--- src/rtl/ex_stage.sv ---
// Execute stage: single-cycle logic/shift/arith ALU plus an iterative shift-add
// multiplier that stalls the upstream pipeline while it runs.
module ex_stage #(
  parameter int unsigned WORD_W   = 32,
  parameter int unsigned MUL_ITER = 32
) (
  input  logic              clk,
  input  logic              rst,
  input  logic              flush,
  input  logic [2:0]        ex_alusel,
  input  logic [4:0]        ex_aluop,
  input  logic [WORD_W-1:0] ex_srcl,
  input  logic [WORD_W-1:0] ex_srcr,
  input  logic [WORD_W-1:0] ex_offset,
  input  logic [3:0]        ex_memop,
  input  logic [4:0]        ex_dest,
  input  logic              ex_writeEnable,
  output logic              stall_req,
  output logic [WORD_W-1:0] mem_result,
  output logic [WORD_W-1:0] mem_addr,
  output logic [WORD_W-1:0] mem_storeData,
  output logic [3:0]        mem_memop,
  output logic [4:0]        mem_dest,
  output logic              mem_writeEnable
);

  localparam int unsigned SH_W  = $clog2(WORD_W);
  localparam int unsigned CNT_W = $clog2(MUL_ITER);

  localparam logic [2:0] SEL_LOGIC = 3'd1;
  localparam logic [2:0] SEL_SHIFT = 3'd2;
  localparam logic [2:0] SEL_ARITH = 3'd3;
  localparam logic [2:0] SEL_MUL   = 3'd4;
  localparam logic [3:0] MEMOP_NOP = 4'd0;

  typedef enum logic [1:0] {
    ST_IDLE,
    ST_BUSY,
    ST_DONE
  } state_t;

  state_t              state;
  logic [CNT_W-1:0]    cnt;
  logic [WORD_W-1:0]   mcand;
  logic [WORD_W-1:0]   mplier;
  logic [WORD_W-1:0]   acc;

  logic [WORD_W-1:0]   alu_res;
  logic                alu_valid;
  logic [SH_W-1:0]     sh_amt;

  assign sh_amt = ex_srcl[SH_W-1:0];

  // Single-cycle ALU; alu_valid marks a defined unit/op pair
  always_comb begin
    alu_res   = '0;
    alu_valid = 1'b0;
    case (ex_alusel)
      SEL_LOGIC: begin
        alu_valid = 1'b1;
        case (ex_aluop)
          5'd0:    alu_res = ex_srcl & ex_srcr;
          5'd1:    alu_res = ex_srcl | ex_srcr;
          5'd2:    alu_res = ex_srcl ^ ex_srcr;
          5'd3:    alu_res = ~(ex_srcl | ex_srcr);
          5'd4:    alu_res = {ex_srcr[15:0], 16'h0000};
          default: alu_valid = 1'b0;
        endcase
      end
      SEL_SHIFT: begin
        alu_valid = 1'b1;
        case (ex_aluop)
          5'd0:    alu_res = ex_srcr << sh_amt;
          5'd1:    alu_res = ex_srcr >> sh_amt;
          5'd2:    alu_res = WORD_W'($signed(ex_srcr) >>> sh_amt);
          default: alu_valid = 1'b0;
        endcase
      end
      SEL_ARITH: begin
        alu_valid = 1'b1;
        case (ex_aluop)
          5'd0:    alu_res = ex_srcl + ex_srcr;
          5'd1:    alu_res = ex_srcl - ex_srcr;
          5'd2:    alu_res = WORD_W'($signed(ex_srcl) < $signed(ex_srcr));
          5'd3:    alu_res = WORD_W'(ex_srcl < ex_srcr);
          default: alu_valid = 1'b0;
        endcase
      end
      default: begin
        alu_res   = '0;
        alu_valid = 1'b0;
      end
    endcase
  end

  // Stall covers the MUL entry cycle plus every BUSY cycle; a flush cancels entry
  assign stall_req = !rst &&
                     ((state == ST_BUSY) ||
                      (state == ST_IDLE && ex_alusel == SEL_MUL && !flush));

  always_ff @(posedge clk) begin
    if (rst) begin
      state           <= ST_IDLE;
      cnt             <= '0;
      mcand           <= '0;
      mplier          <= '0;
      acc             <= '0;
      mem_result      <= '0;
      mem_addr        <= '0;
      mem_storeData   <= '0;
      mem_memop       <= MEMOP_NOP;
      mem_dest        <= '0;
      mem_writeEnable <= 1'b0;
    end else begin
      mem_addr      <= ex_srcl + ex_offset;
      mem_storeData <= ex_srcr;
      if (flush) begin
        state           <= ST_IDLE;
        cnt             <= '0;
        mem_result      <= '0;
        mem_memop       <= MEMOP_NOP;
        mem_dest        <= '0;
        mem_writeEnable <= 1'b0;
      end else begin
        case (state)
          ST_IDLE: begin
            if (ex_alusel == SEL_MUL) begin
              mcand           <= ex_srcl;
              mplier          <= ex_srcr;
              acc             <= '0;
              cnt             <= '0;
              state           <= ST_BUSY;
              mem_result      <= '0;
              mem_memop       <= MEMOP_NOP;
              mem_dest        <= '0;
              mem_writeEnable <= 1'b0;
            end else begin
              mem_result      <= alu_res;
              mem_memop       <= ex_memop;
              mem_dest        <= ex_dest;
              mem_writeEnable <= ex_writeEnable & alu_valid;
            end
          end
          ST_BUSY: begin
            // One shift-add step per cycle; low word of the product only
            if (mplier[0]) acc <= acc + mcand;
            mcand  <= mcand << 1;
            mplier <= mplier >> 1;
            cnt    <= cnt + CNT_W'(1);
            if (cnt == CNT_W'(MUL_ITER - 1)) state <= ST_DONE;
            mem_result      <= '0;
            mem_memop       <= MEMOP_NOP;
            mem_dest        <= '0;
            mem_writeEnable <= 1'b0;
          end
          ST_DONE: begin
            // ID/EX still holds the MUL here; it advances on this same edge
            mem_result      <= acc;
            mem_memop       <= ex_memop;
            mem_dest        <= ex_dest;
            mem_writeEnable <= ex_writeEnable;
            state           <= ST_IDLE;
          end
          default: begin
            state <= ST_IDLE;
          end
        endcase
      end
    end
  end

endmodule

--- config.mk ---
export PLATFORM = sky130hd
export DESIGN_NAME = ex_stage
export DESIGN_NICKNAME = d
export VERILOG_FILES = /design/src/rtl/ex_stage.sv
export SDC_FILE = /design/constraint.sdc
export NUM_CORES = 1
export LEC_CHECK = 0
export BUFFER_PORTS_ARGS = -buffer_cell sky130_fd_sc_hd__clkbuf_2
export CAP_MARGIN = 20
export CORE_UTILIZATION = 55
export DETAILED_ROUTE_END_ITERATION = 12
export MAX_ROUTING_LAYER = met4
export PLACE_DENSITY = 0.79
export SLEW_MARGIN = 25
export SYNTH_ARGS = -nofsm -noshare
export SYNTH_HDL_FRONTEND = slang
export SYNTH_SLANG_ARGS = --single-unit
--- constraint.sdc ---
create_clock -name clk -period 3.7 [get_ports clk]
set_input_delay 0.74 -clock clk [delete_from_list [all_inputs] [get_ports clk]]
set_output_delay 0.74 -clock clk [all_outputs]
set_load 0.01 [all_outputs]
== Word level (Yosys, flattened, before mapping) ==
Cells that the tools add are included.
Word-level totals
  register bits after elaboration: 209
  input bits: 117
  output and inout bits: 107
  logic and storage cells: 87
Cells by class
  $add $sub $neg: 5
  $lt $le $gt $ge: 2
  equality and inequality tests: 14
  shifts and indexed selects: 3
  muxes and demuxes: 28
  bitwise gates (word level): 6
  reductions and logical operators: 18
Operator list (number)
  $pmux 32 s3: 3
  $pmux 32 s2: 3
  $mux 32: 5
  $pmux 32 s5: 1
  $pmux 32 s4: 1
  $add 32x32->32: 3
  $lt 32x32->1: 2
  $and 32x32->32: 1
  $not 32->32: 1
  $or 32x32->32: 1
  $shl 32x5->32: 1
  $shr 32x5->32: 1
  $sshr 32x5->32: 1
  $sub 32x32->32: 1
  $xor 32x32->32: 1
  $pmux 5 s3: 1
  $pmux 4 s3: 1
  $eq 5x2->1 const B: 2
  $mux 5: 2
  $pmux 5 s2: 1
  $eq 3x2->1 const B: 2
  $pmux 1 s3: 2
  $add 5x1->5 const B: 1
  $eq 5x1->1 const B: 1
  other kinds (28): 37

== Longest topological paths before layout ==
  word-level depth: 7
  mapped depth: 15
  depth with buffers taken out: 12

== Worst setup path before layout ==
No wires, ideal clock.
  path type: in2reg
  start: input port ex_srcl[1]
  end: register mem_result[28]
  setup time: 0.124 ns
  data arrival time: 3.554 ns
  slack: 0.022 ns
  cell stages on the path: 15
  path buffers: 4
  cells stage by stage: buf_2 -> inv_1 -> buf_2 -> buf_4 -> buf_2 -> fa_1 -> nor2_1 -> o311ai_2 -> a211oi_1 -> o311ai_1 -> a221oi_1 -> mux2i_1 -> a221o_1 -> a21oi_1 -> nor3_1
On the way
  cells in the longest elaborated chain, start to end: 5
  elaborated cells on any way between the ends: 10
RTL lines
  start, declared: RTL line 12  | input logic [WORD_W-1:0] ex_srcl,
  $sub 32x32->32 (tied with other cells): RTL line 83  | 5'd1: alu_res = ex_srcl - ex_srcr;
  $pmux 32 s4 / $pmux 32 s3 (equally long branches): RTL line 81, 72
  $pmux 32 s3 (*): RTL line 58  | case (ex_alusel)
  $mux 32 (*): RTL line 127  | if (ex_alusel == SEL_MUL) begin
  $pmux 32 s3 (*): RTL line 125  | case (state)
  end signal, assigned: RTL line 138  | mem_result <= alu_res;
  end, declared: RTL line 19  | output logic [WORD_W-1:0] mem_result,
Mark *: on every way between the ends. The rest lies on a longest branch, timed or not.
A chain may end at the register's enable or synchronous reset.

== Worst setup path in the final report ==
  start: register acc[0]
  end: register acc[30]
On the way
  cells in the longest elaborated chain, start to end: 3
RTL lines
  start, declared: RTL line 46  | logic [WORD_W-1:0] acc;
  start signal, assigned: RTL line 146  | if (mplier[0]) acc <= acc + mcand;
  $add 32x32->32: RTL line 146
  $mux 32: RTL line 146
  $pmux 32 s2: RTL line 125
No other way between the ends. The select of a mux whose other input is x is not followed.

==> summary.md <==
| Metric | Value |
|---|---|
| Num rows | 69 |
| Number of fill cells | 3,046 |
| Post-Synth Simple-Gate Area | 0.1648 |
| Setup Viol. Count Final | 0 |
| Final hold violation count | 0 |
| Dpl cell area | 22,730 µm² |
| Net count, final | 3,169 |
| Setup TNS | 0 ps |
| Logic gate share of total power | 0.336 |
| Clk Latency, worst-skew pair | 560 ps |
| Post-synthesis cell type count | 102 |
| Syn avg cell area | just under 8 µm² |
| Post-detail-place hpwl | roughly 70 mm |
| Pins over their slew limit | 0 |
| RSZ-0062 raised after global routing | false |
| WL final | between 90 and 100 mm |
| DIE AREA | 37,560 µm² |
| Num CTS Buffers | 25 |
| Switching share of power | 0.3611 |
| Synth Area in Adders | 0.1072 |
| Initial core utilization | 0.5634 |
| DIE HEIGHT | approximately 190 µm |
| Crit path capture type | flip-flop |
| First DRT Iteration DRCs | 2,976 |
| Tot GR Track Use | 0.4847 |
| Clock slew at the register clock pins of the worst setup and hold paths | 60 ps |
| Power Density | 320.2 nW/µm² |
| CTS tree | done |
| #FFs+latches synth | 209 |
| Register area share after synthesis | 0.2068 |
| Post-route cell area | 23,590 µm² |
| Fin crit share | 0.9187 |
| Worst Tran Pin Value | 1010 ps |
| Io pins | 224 |
| Final min period | 3399 ps |
| First-pass iteration count of the detailed router | 8 |
| Cell area after synthesis | 20,230 µm² |
| CTS sink count | 209 |
| WP data required | 4130 ps |
| Avg WL per Cell | between 20 and 30 µm |
| Critical path type | flip-flop to flip-flop |
| Share of post-route cells with drive strength above 1 | 0.2004 |
| Ys async rst share | 0 |
| Global-route wire length before repair | approximately 140 mm |
| Post-synthesis compound-gate area fraction | 0.2888 |
| Commonest cells after routing, fill and taps aside | 337 x nor2_1, 220 x clkbuf_2, 210 x a21oi_1 |
| Grt total ovfl | 0 |
| PortBufs | about 220 |
| Max VDD drop | 487.9 µV |
| GP Congestion | 1.098 |
| DRC viols | 0 |
| Clk buf depth | 3 |
| Register share of total power | 0.320 |
| XOR/XNOR Fraction of Synth Area | 0.03463 |
| Psw | ~2.7 mW |
| Core area | 35,910 µm² |
| Hold WS | 416.3 ps |
| Largest net degree at the start of global routing | 125 |
| Gate Count Post-Synth | 2,613 |
| Area grow syn2layout | 16.58% |
| Tot Pwr | 7.553 mW |
| Post-synthesis mux area share | 0.1305 |
| Routed Antenna Nets | 0 |
| Top_reg_cell synth | dfxtp_1 |
| Internal power | ~4.8 mW |
| Ys Warns | 0 |
| Vias | 22,840 |
| Postcts setup bufs | 0 |
| Status | finished clean |
| Clock power share | 0.344 |
| Max frequency | between 0.2 and 0.3 GHz |
| Clk root buf | clkbuf_16 |
| Die width | 193.8 µm |
| Maximum fanout along the worst path | 3 |
| CTS resizes | 0 |
| H-tree depth | 1 |
| Number of synthesized flops with an enable pin | 0 |
| Largest family of logic cells by synthesized area | compound AO/OA/AOI/OAI gates |
| Worst path arrival time | about 3800 ps |
| Cts-stage hold buffer count | 0 |
| Startpoint types | flip-flop |
| Via/cell ratio | 6.788 |
| Most common cell after layout, fill and taps aside | nor2_1 |
| Syn Nets | 2,901 |
| Vias in the first global route | 21,650 |
| Worst clock skew | 14.12 ps |
| Initial antenna violation count | 4 |
| Max-slew headroom | 0.3267 |
| Number of max-cap violations | 0 |
| Hold crit path type | input pin to flip-flop |
| Leak | 10.03 nW |
through the flow:
step             util  instances  setup slack, ps
2_1_floorplan       -       2613            22.39
3_3_place_gp   0.6329       3315           -29.19
3_5_place_dp   0.6329       3315           -64.77
4_1_cts        0.6564       3360            375.4
5_1_grt        0.6568       3364            221.9
6_report       0.6568       3364            300.7
metal layers:
metal / global-route usage / vias up / part of all wire
met5: - / - / 0
met4: 0.2637 / 0 / 0.064
met3: 0.1312 / 327 / 0.12
met2: 0.7021 / 1598 / 0.42
met1: 0.6104 / 10750 / 0.39
li1: - / 10170 / -
critical path: stages (launching register included):
cell and delay (ps):
dfxtp_1 360, ha_1 240, fa_1 400, a21o_1 220, a2111oi_4 430, o22ai_1 240, a41oi_2 320, o22ai_2 160
a221oi_2 270, a21oi_1 160, mux2i_1 160, a211o_1 300
path summary, 6_finish.rpt:
path / start / end / slack (ps) / cells after the start
setup reg to reg: acc[0] / acc[30] / 300 / 11
setup / recovery: acc[0] / acc[30] / 300 / 11
hold / removal: ex_dest[3] / mem_dest[3] / 420 / 3
hold reg to reg: mem_writeEnable / mem_writeEnable / 470 / 2
sequential cells by signal, summed over array words and instances (netlist names):
register,count
mcand,32
state,2
mem_dest,5
mem_storeData,32
mem_memop,4
mem_writeEnable,1
mplier,32
acc,32
mem_result,32
cnt,5
mem_addr,32
power groups by stage:
stage	clock network [mW]	registers [mW]	logic (mW)
2_1_floorplan	0	2.47	1.43
3_3_place_gp	0	2.46	2.39
3_5_place_dp	0	2.46	2.43
4_1_cts	2.59	2.41	2.45
5_1_grt	2.68	2.42	2.68
6_report	2.59	2.42	2.54
layout make-up:
type	instances	area, µm²	share of cell area
repair buffers	433	2775	0.1177
diodes	4	10.01	0.0004244
multi-input cells	2084	14720	0.6240
inverters	128	480.5	0.02037
clock buffers	30	674.4	0.02859
clock inverters	15	168.9	0.007161
flip-flops and latches	209	4184	0.1774
well taps	461	576.8	0.02445
cell families after synthesis:
| kind of cell | after synthesis |
|---|---|
| XOR/XNOR | 80 |
| buffers and inverters | 320 |
| AND/OR/NAND/NOR | 748 |
| flip-flops | 209 |
| AO/OA/AOI/OAI | 885 |
| adder cells (fa/ha/maj) | 171 |
| multiplexers | 200 |
synthesized netlist by cell type, types with 10 or more instances:
cell type	instances	share of area
mux2i_1	135	0.067
o31ai_1	16	0.0059
mux4_2	46	0.051
nand2_1	185	0.034
xor2_1	26	0.011
o21a_1	17	0.0063
a221oi_1	27	0.012
nand3_1	44	0.011
mux2_2	15	0.0083
o221ai_1	14	0.0061
and3_1	16	0.0049
buf_4	10	0.0037
nor4_1	11	0.0034
buf_2	40	0.0099
a211oi_1	124	0.046
nor3_1	43	0.011
o21ai_1	10	0.0025
and2_1	10	0.0031
nand2b_1	16	0.0049
buf_1	27	0.0050
a21o_1	36	0.013
o21bai_1	20	0.0074
xnor2_1	54	0.023
a22oi_1	45	0.017
clkbuf_1	107	0.020
o22ai_1	23	0.0071
or3_1	16	0.0049
nand4_1	15	0.0046
a31oi_1	19	0.0059
o21ai_0	195	0.048
o211ai_1	36	0.013
a21oi_1	210	0.052
nor2b_1	18	0.0056
dfxtp_1	209	0.21
ha_1	167	0.10
nor2_1	338	0.063
inv_1	122	0.023
Note: power is estimated with default switching activity, not from simulation.
